==> src/rtl/regfile_access_sequencer.sv <==
// Sequences one ALU instruction through register-file read, execute and write-back.
// Instruction flow is IDLE -> FETCH -> EXEC -> WB, one instruction per four cycles.
module regfile_access_sequencer #(
  parameter int unsigned DATA_W = 8,
  parameter int unsigned ADDR_W = 3,
  parameter logic [ADDR_W-1:0] PROTECTED_ADDR = ADDR_W'(6)
) (
  input  logic              clk,
  input  logic              reset,
  input  logic              start,
  input  logic [2:0]        op,
  input  logic [ADDR_W-1:0] rd,
  input  logic [ADDR_W-1:0] rs1,
  input  logic [ADDR_W-1:0] rs2,
  output logic              busy,
  output logic              done,
  output logic              illegal_dest,
  output logic [DATA_W-1:0] result,
  output logic              flag_z,
  output logic              flag_c,
  output logic [ADDR_W-1:0] rf_read_addr1,
  output logic [ADDR_W-1:0] rf_read_addr2,
  input  logic [DATA_W-1:0] rf_data1,
  input  logic [DATA_W-1:0] rf_data2,
  output logic              rf_write_enable,
  output logic [ADDR_W-1:0] rf_write_addr,
  output logic [DATA_W-1:0] rf_write_data
);

  localparam int unsigned WIDE_W = DATA_W + 1;

  localparam logic [2:0] OP_MOV = 3'd0;
  localparam logic [2:0] OP_ADD = 3'd1;
  localparam logic [2:0] OP_SUB = 3'd2;
  localparam logic [2:0] OP_AND = 3'd3;
  localparam logic [2:0] OP_OR  = 3'd4;
  localparam logic [2:0] OP_XOR = 3'd5;
  localparam logic [2:0] OP_INC = 3'd6;
  localparam logic [2:0] OP_DEC = 3'd7;

  typedef enum logic [1:0] {IDLE, FETCH, EXEC, WB} state_t;

  state_t              state_q, state_d;
  logic [2:0]          op_q, op_d;
  logic [ADDR_W-1:0]   rd_q, rd_d;
  logic [DATA_W-1:0]   opa_q, opa_d;
  logic [DATA_W-1:0]   opb_q, opb_d;
  logic                busy_q, busy_d;
  logic                done_q, done_d;
  logic                illegal_q, illegal_d;
  logic [DATA_W-1:0]   result_q, result_d;
  logic                z_q, z_d;
  logic                c_q, c_d;
  logic [ADDR_W-1:0]   raddr1_q, raddr1_d;
  logic [ADDR_W-1:0]   raddr2_q, raddr2_d;
  logic                we_q, we_d;
  logic [ADDR_W-1:0]   waddr_q, waddr_d;
  logic [DATA_W-1:0]   wdata_q, wdata_d;
  logic [WIDE_W-1:0]   alu_wide;

  // Widened ALU: bit DATA_W carries the carry or borrow.
  always_comb begin
    alu_wide = '0;
    case (op_q)
      OP_MOV: alu_wide = WIDE_W'(opa_q);
      OP_ADD: alu_wide = WIDE_W'(opa_q) + WIDE_W'(opb_q);
      OP_SUB: alu_wide = WIDE_W'(opa_q) - WIDE_W'(opb_q);
      OP_AND: alu_wide = WIDE_W'(opa_q & opb_q);
      OP_OR:  alu_wide = WIDE_W'(opa_q | opb_q);
      OP_XOR: alu_wide = WIDE_W'(opa_q ^ opb_q);
      OP_INC: alu_wide = WIDE_W'(opa_q) + WIDE_W'(1);
      OP_DEC: alu_wide = WIDE_W'(opa_q) - WIDE_W'(1);
      default: alu_wide = '0;
    endcase
  end

  always_comb begin
    state_d   = state_q;
    op_d      = op_q;
    rd_d      = rd_q;
    opa_d     = opa_q;
    opb_d     = opb_q;
    busy_d    = busy_q;
    done_d    = 1'b0;
    illegal_d = 1'b0;
    result_d  = result_q;
    z_d       = z_q;
    c_d       = c_q;
    raddr1_d  = '0;
    raddr2_d  = '0;
    we_d      = 1'b0;
    waddr_d   = waddr_q;
    wdata_d   = wdata_q;

    case (state_q)
      IDLE: begin
        if (start) begin
          state_d  = FETCH;
          op_d     = op;
          rd_d     = rd;
          raddr1_d = rs1;
          raddr2_d = rs2;
          busy_d   = 1'b1;
        end
      end
      FETCH: begin
        opa_d   = rf_data1;
        opb_d   = rf_data2;
        state_d = EXEC;
      end
      EXEC: begin
        result_d  = alu_wide[DATA_W-1:0];
        z_d       = (alu_wide[DATA_W-1:0] == '0);
        c_d       = alu_wide[DATA_W];
        done_d    = 1'b1;
        we_d      = (rd_q != PROTECTED_ADDR);
        illegal_d = (rd_q == PROTECTED_ADDR);
        waddr_d   = rd_q;
        wdata_d   = alu_wide[DATA_W-1:0];
        state_d   = WB;
      end
      WB: begin
        busy_d  = 1'b0;
        state_d = IDLE;
      end
      default: state_d = IDLE;
    endcase
  end

  always_ff @(posedge clk) begin
    if (reset) begin
      state_q   <= IDLE;
      op_q      <= '0;
      rd_q      <= '0;
      opa_q     <= '0;
      opb_q     <= '0;
      busy_q    <= 1'b0;
      done_q    <= 1'b0;
      illegal_q <= 1'b0;
      result_q  <= '0;
      z_q       <= 1'b0;
      c_q       <= 1'b0;
      raddr1_q  <= '0;
      raddr2_q  <= '0;
      we_q      <= 1'b0;
      waddr_q   <= '0;
      wdata_q   <= '0;
    end else begin
      state_q   <= state_d;
      op_q      <= op_d;
      rd_q      <= rd_d;
      opa_q     <= opa_d;
      opb_q     <= opb_d;
      busy_q    <= busy_d;
      done_q    <= done_d;
      illegal_q <= illegal_d;
      result_q  <= result_d;
      z_q       <= z_d;
      c_q       <= c_d;
      raddr1_q  <= raddr1_d;
      raddr2_q  <= raddr2_d;
      we_q      <= we_d;
      waddr_q   <= waddr_d;
      wdata_q   <= wdata_d;
    end
  end

  assign busy          = busy_q;
  assign done          = done_q;
  assign illegal_dest  = illegal_q;
  assign result        = result_q;
  assign flag_z        = z_q;
  assign flag_c        = c_q;
  assign rf_read_addr1 = raddr1_q;
  assign rf_read_addr2 = raddr2_q;
  assign rf_write_addr = waddr_q;
  assign rf_write_data = wdata_q;
  // Reset raised during WB must kill the strobe before the register file samples it.
  assign rf_write_enable = we_q & ~reset;

endmodule

==> config.mk <==
export PLATFORM = sky130hd
export DESIGN_NAME = regfile_access_sequencer
export DESIGN_NICKNAME = d
export VERILOG_FILES = /design/src/rtl/regfile_access_sequencer.sv
export SDC_FILE = /design/constraint.sdc
export NUM_CORES = 1
export LEC_CHECK = 0
export ABC_AREA = 1
export CAP_MARGIN = 20
export CORE_UTILIZATION = 33
export CTS_CLUSTER_SIZE = 10
export DETAILED_ROUTE_END_ITERATION = 8
export PLACE_DENSITY_LB_ADDON = 0.08
export SYNTH_ARGS = -nofsm -noshare
export SYNTH_HDL_FRONTEND = slang
export SYNTH_SLANG_ARGS = --single-unit
==> constraint.sdc <==
create_clock -name clk -period 5.4 [get_ports clk]
set_clock_uncertainty 0.1 [all_clocks]
set_input_delay 0.81 -clock clk [delete_from_list [all_inputs] [get_ports clk]]
set_output_delay 0.81 -clock clk [all_outputs]
set_load 0.01 [all_outputs]
* Yosys cells after proc, flatten, opt, wreduce, memory -nomap -nowiden
Index checks and enable logic that the tools add are counted.
Operators by class: add/subtract/negate cells 4, eq/ne operators 13, muxes and demuxes 6, bitwise operators 8, reductions and logical operators 8
Operators by type and width (count):
- 9-bit one-hot mux with 8 select lines | 1
- 3-bit equality test, second input constant | 5
- 8-bit by 1-bit adder with 9-bit output, second input constant | 1
- 8-bit by 8-bit adder with 9-bit output | 1
- 8-bit by 1-bit subtractor with 9-bit output, second input constant | 1
- 8-bit by 8-bit subtractor with 9-bit output | 1
- 8-bit bitwise AND | 1
- 8-bit logical NOT | 1
- 8-bit OR | 1
- 2-bit one-hot mux with 4 select lines | 1
- 8-bit XOR | 1
- 3-bit by 2-bit equality test with 1-bit output, second input constant | 2
- 2-bit equality test, second input constant | 2
- 1-bit NOT | 4
- 2-bit AND reduction | 2
- 3-bit by 1-bit equality test with 1-bit output, second input constant | 1
- 3-bit logical NOT | 1
- 3-bit inequality test, second input constant | 1
- 3-bit OR reduction | 1
- 2-bit by 1-bit equality test with 1-bit output, second input constant | 1
- 2-bit logical NOT | 1
- 1-bit 2-to-1 mux | 2
- 2-bit 2-to-1 mux | 1
- 2-bit inequality test, second input constant | 1
- other kinds (4) | 4
Storage, ports and cells: bits in registers 47, bits of input ports 31, logic and storage cells 54

* Depth between registers and ports, before layout
word-level depth 3, depth in mapped cells 22, mapped depth without buffers 22

* Worst setup path after synthesis
No wires, ideal clock.
kind flip-flop to flip-flop, from reg opb_q[0], to reg z_q (netlist: flag_z), data arrival time 2194 ps, required time 5187 ps, path slack 2993 ps, stages on the path, launching flop included 23, buffers on the path 0, period minus slack after synthesis 2407 ps, cell sequence dfxtp_1 -> inv_1 -> ha_1 -> inv_1 -> nor3_1 -> nand3_1 -> nand2_1 -> nand2_1 -> nand2_1 -> nand2_1 -> ha_1 -> nand2_1 -> inv_1 -> a21oi_1 -> nand2_1 -> nand2_1 -> nand3_1 -> nand2_1 -> nand2_1 -> nand2_1 -> inv_1 -> nand3_1 -> nand2_1
Between the ends: cells in the longest elaborated chain, start to end 3, elaborated cells on any way between the ends 7, classes of those cells add/sub (2); mux (1); bitwise (3); reduce/logical (1)
Ends and longest elaborated chain:
- start, declared | RTL line 47 | logic [DATA_W-1:0] opb_q, opb_d;
- start signal, assigned | RTL line 153 | opb_q <= opb_d;
- 8-bit by 8-bit subtractor with 9-bit output, or another cell as far along | RTL line 67 | OP_SUB: alu_wide = WIDE_W'(opa_q) - WIDE_W'(opb_q);
- 9-bit one-hot mux with 8 select lines * | RTL line 64 | case (op_q)
- 8-bit logical NOT * | RTL line 113 | z_d = (alu_wide[DATA_W-1:0] == '0);
- end signal, assigned | RTL line 158 | z_q <= z_d;
- end, declared | RTL line 52 | logic z_q, z_d;
Mark *: on every way between the ends. The rest lies on a longest branch, timed or not. A chain may end at the register's enable or synchronous reset.

* Final worst setup path
from in reset, to out rf_write_enable
Between the ends: cells in the longest elaborated chain, start to end 2
Ends and longest elaborated chain:
- start, declared | RTL line 9 | input logic reset,
- 1-bit NOT | RTL line 179 | assign rf_write_enable = we_q & ~reset;
- 1-bit bitwise AND | RTL line 179
- end, declared | RTL line 25 | output logic rf_write_enable,
No other way between the ends.

==> impl_metrics.yaml <==
outcome:
  status: "finished, final reports clean"
flow_run:
  drv_cap: 0
detailed_routing:
  wirelength_mm: 6.63
  routedWlPerCell_um: 11.9
  vias: 2546
  viasPerCell: 4.56
  dr.first_iter.drc_count: 99
  antenna_left: 0
  dr.pass1.iters: 4
  drc_errors: 0
timing:
  worst_slew_pin_slew_ps: 785
  post-route-period-util_pct: 53.9
  relSlewSlack_pct: 47.6
  fmax_ghz: 0.343
  slew_violations: 0
  setup_viol: 0
  fin_crit_ps: 2910
  rsz0062_at_grt: "no"
  hold_violations: 0
  finalSetupTns_ps: 0
floorplanning:
  io_pins: 62
  die_height_um: 95.3
  die_x_um: 95.3
  dieArea_mm2: 0.00909
  initial_utilization_pct: 34.5
  fp.coreArea_mm2: 0.00834
  rows: 33
layout:
  diodes: 0
  fin_nets: 513
  drive_gt1_share_pct: 3.97
  final_core_util_pct: 43.1
  layout_commonest_cell: "nand2_1"
  syn2layout_area_growth_pct: 25.0
  final_cell_mix: "nand2_1, inv_1, clkdlybuf4s50_1, o21ai_0, dfxtp_1"
placed_design:
  dpl.hpwl_mm: 5.39
  place.gp.congestion: 0.846
  port-buffer-count: 61
setup_path:
  path_class: "in2out"
  arrival_ps: 2000
  startpoint_type: "input port"
  end_kind: "output port"
  crit_path_max_incr_delay_ps: 530
  cp_cell_sequence: "clkdlybuf4s50_1 -> nor2_1 -> clkdlybuf4s50_1"
  path_common_cell: "clkdlybuf4s50_1"
  path_max_fanout: 6
  crit_slowest_cell: "clkdlybuf4s50_1"
  cp_data_required_time_ps: 4490
clock_tree:
  htreeDepth: 2
  postCtsHoldBufs: 0
  post_cts_resized: 0
  path_clk_slew_ps: 80
  cts_setup_buffers: 0
  clockRootBuffer: "clkbuf_8"
  clock-sinks: 47
  numCtsBuffers: 5
  cts_buffer_depth: 2
  clk_latency_ps: 300
  cts_tree: "yes"
yosys:
  synth_edf_count: 0
  synth_area_mm2: 0.00287
  synth.distinct_cells: 32
  ys_seq_area_share_pct: 32.7
  yosysWarnings: 0
  syn_inst: 403
  ys_seq_elements: 47
  async_reset_ff_share_pct: 0
  synth_ff_type: "dfxtp_1"
  syn-num-nets: 464
  avgSynthCellArea_um2: 7.13
power:
  peakVddDrop_v: 0.000152
  pwr_density_cell_mw_per_mm2: 566
  leakagePower_nw: 1.60
global_routing:
  grt.overflow.total: 0
  grt_pass1_vias: 2398
  antenna_found_initial: 0
  grt_start_max_net_pins: 33
  track_usage_pct: 15.6
  grt_pass1_wl_mm: 11.1
hold_path:
  worstHoldPathType: "reg2reg"
## where the power goes
group	switching, mW	leakage [nW]	internal, mW	total [mW]
Sequential	0.100	0.385	0.449	0.549
Clock	0.116	0.0505	0.116	0.232
Combinational	0.766	1.17	0.487	1.25
Total	0.982	1.60	1.05	2.03
## routing by layer
layer | GRT usage [%] | vias up | share of wire (%)
met2 | 23.9 | 69 | 42
met3 | 3.35 | 4 | 5.2
met5 | 0 | - | 0
met1 | 22.0 | 1069 | 52
li1 | - | 1404 | -
met4 | 3.79 | 0 | 0.83
## path summary, 6_finish.rpt
kind	start	to	slack, ps	cells past startpoint
setup / recovery	reset	rf_write_enable	2490	3
hold / removal	rd_q[0]	illegal_dest	330	1
setup reg to reg	op_q[2]	flag_z	2550	19
hold reg to reg	rd_q[0]	illegal_dest	330	1
## per-stage QoR
stage	area [µm²]	std cells	setup slack, ps	hold WS (ps)	total power, mW
floorplan	2870	403	2990	299	1.49
global placement	3490	550	2490	321	1.81
detailed placement	3490	550	2470	320	1.81
CTS	3590	558	2470	332	2.06
global route	3590	558	2230	358	2.28
finish	3590	558	2490	326	2.03
## cells by family after synthesis
| group | after synthesis | share of synthesized area [%] |
|---|---|---|
| compound gates | 94 | 17.8 |
| simple gates | 143 | 21.9 |
| xor+xnor | 3 | 0.914 |
| flops | 47 | 32.7 |
| buf+inv | 86 | 13.3 |
| fa+ha+maj | 30 | 13.3 |
## synth_stat cells, types with 2 or more instances
| library cell | number | share of area, % |
|---|---|---|
| o21ai_0 | 51 | 8.9 |
| nor3_1 | 2 | 0.35 |
| nand3_1 | 19 | 3.3 |
| o211ai_1 | 2 | 0.52 |
| nand2_1 | 74 | 9.7 |
| inv_2 | 2 | 0.26 |
| buf_6 | 3 | 1.2 |
| clkbuf_1 | 7 | 0.91 |
| o22ai_1 | 4 | 0.87 |
| inv_1 | 64 | 8.4 |
| nor2_1 | 30 | 3.9 |
| buf_4 | 9 | 2.4 |
| a21oi_1 | 29 | 5.1 |
| a22o_1 | 3 | 0.91 |
| nand2_4 | 2 | 0.78 |
| ha_1 | 29 | 13 |
| nand4_1 | 10 | 2.2 |
| dfxtp_1 | 47 | 33 |
| xor2_1 | 3 | 0.91 |
## cell type report
type | instances | area (µm²)
well taps | 105 | 131
inverters | 67 | 254
repair buffers | 61 | 611
clock inverters | 1 | 7.51
multi-input cells | 270 | 1550
clock buffers | 7 | 96.3
fillers | 864 | 4750
flip-flops and latches | 47 | 941
## worst max-delay path, delay by kind of cell
kind,cells,cell delay [ps]
buf+inv,2,1050
simple gates,1,140
## state kept, by name (all words and copies together), names as in the netlist
| name | cells |
|---|---|
| busy | 1 |
| done | 1 |
| flag_c | 1 |
| flag_z | 1 |
| illegal_dest | 1 |
| op_q | 3 |
| opa_q | 8 |
| opb_q | 8 |
| rd_q | 3 |
| rf_read_addr1 | 3 |
| rf_read_addr2 | 3 |
| rf_write_addr | 3 |
| rf_write_data | 8 |
| state_q | 2 |
| we_q | 1 |
Power figures use the tool's default switching activity.
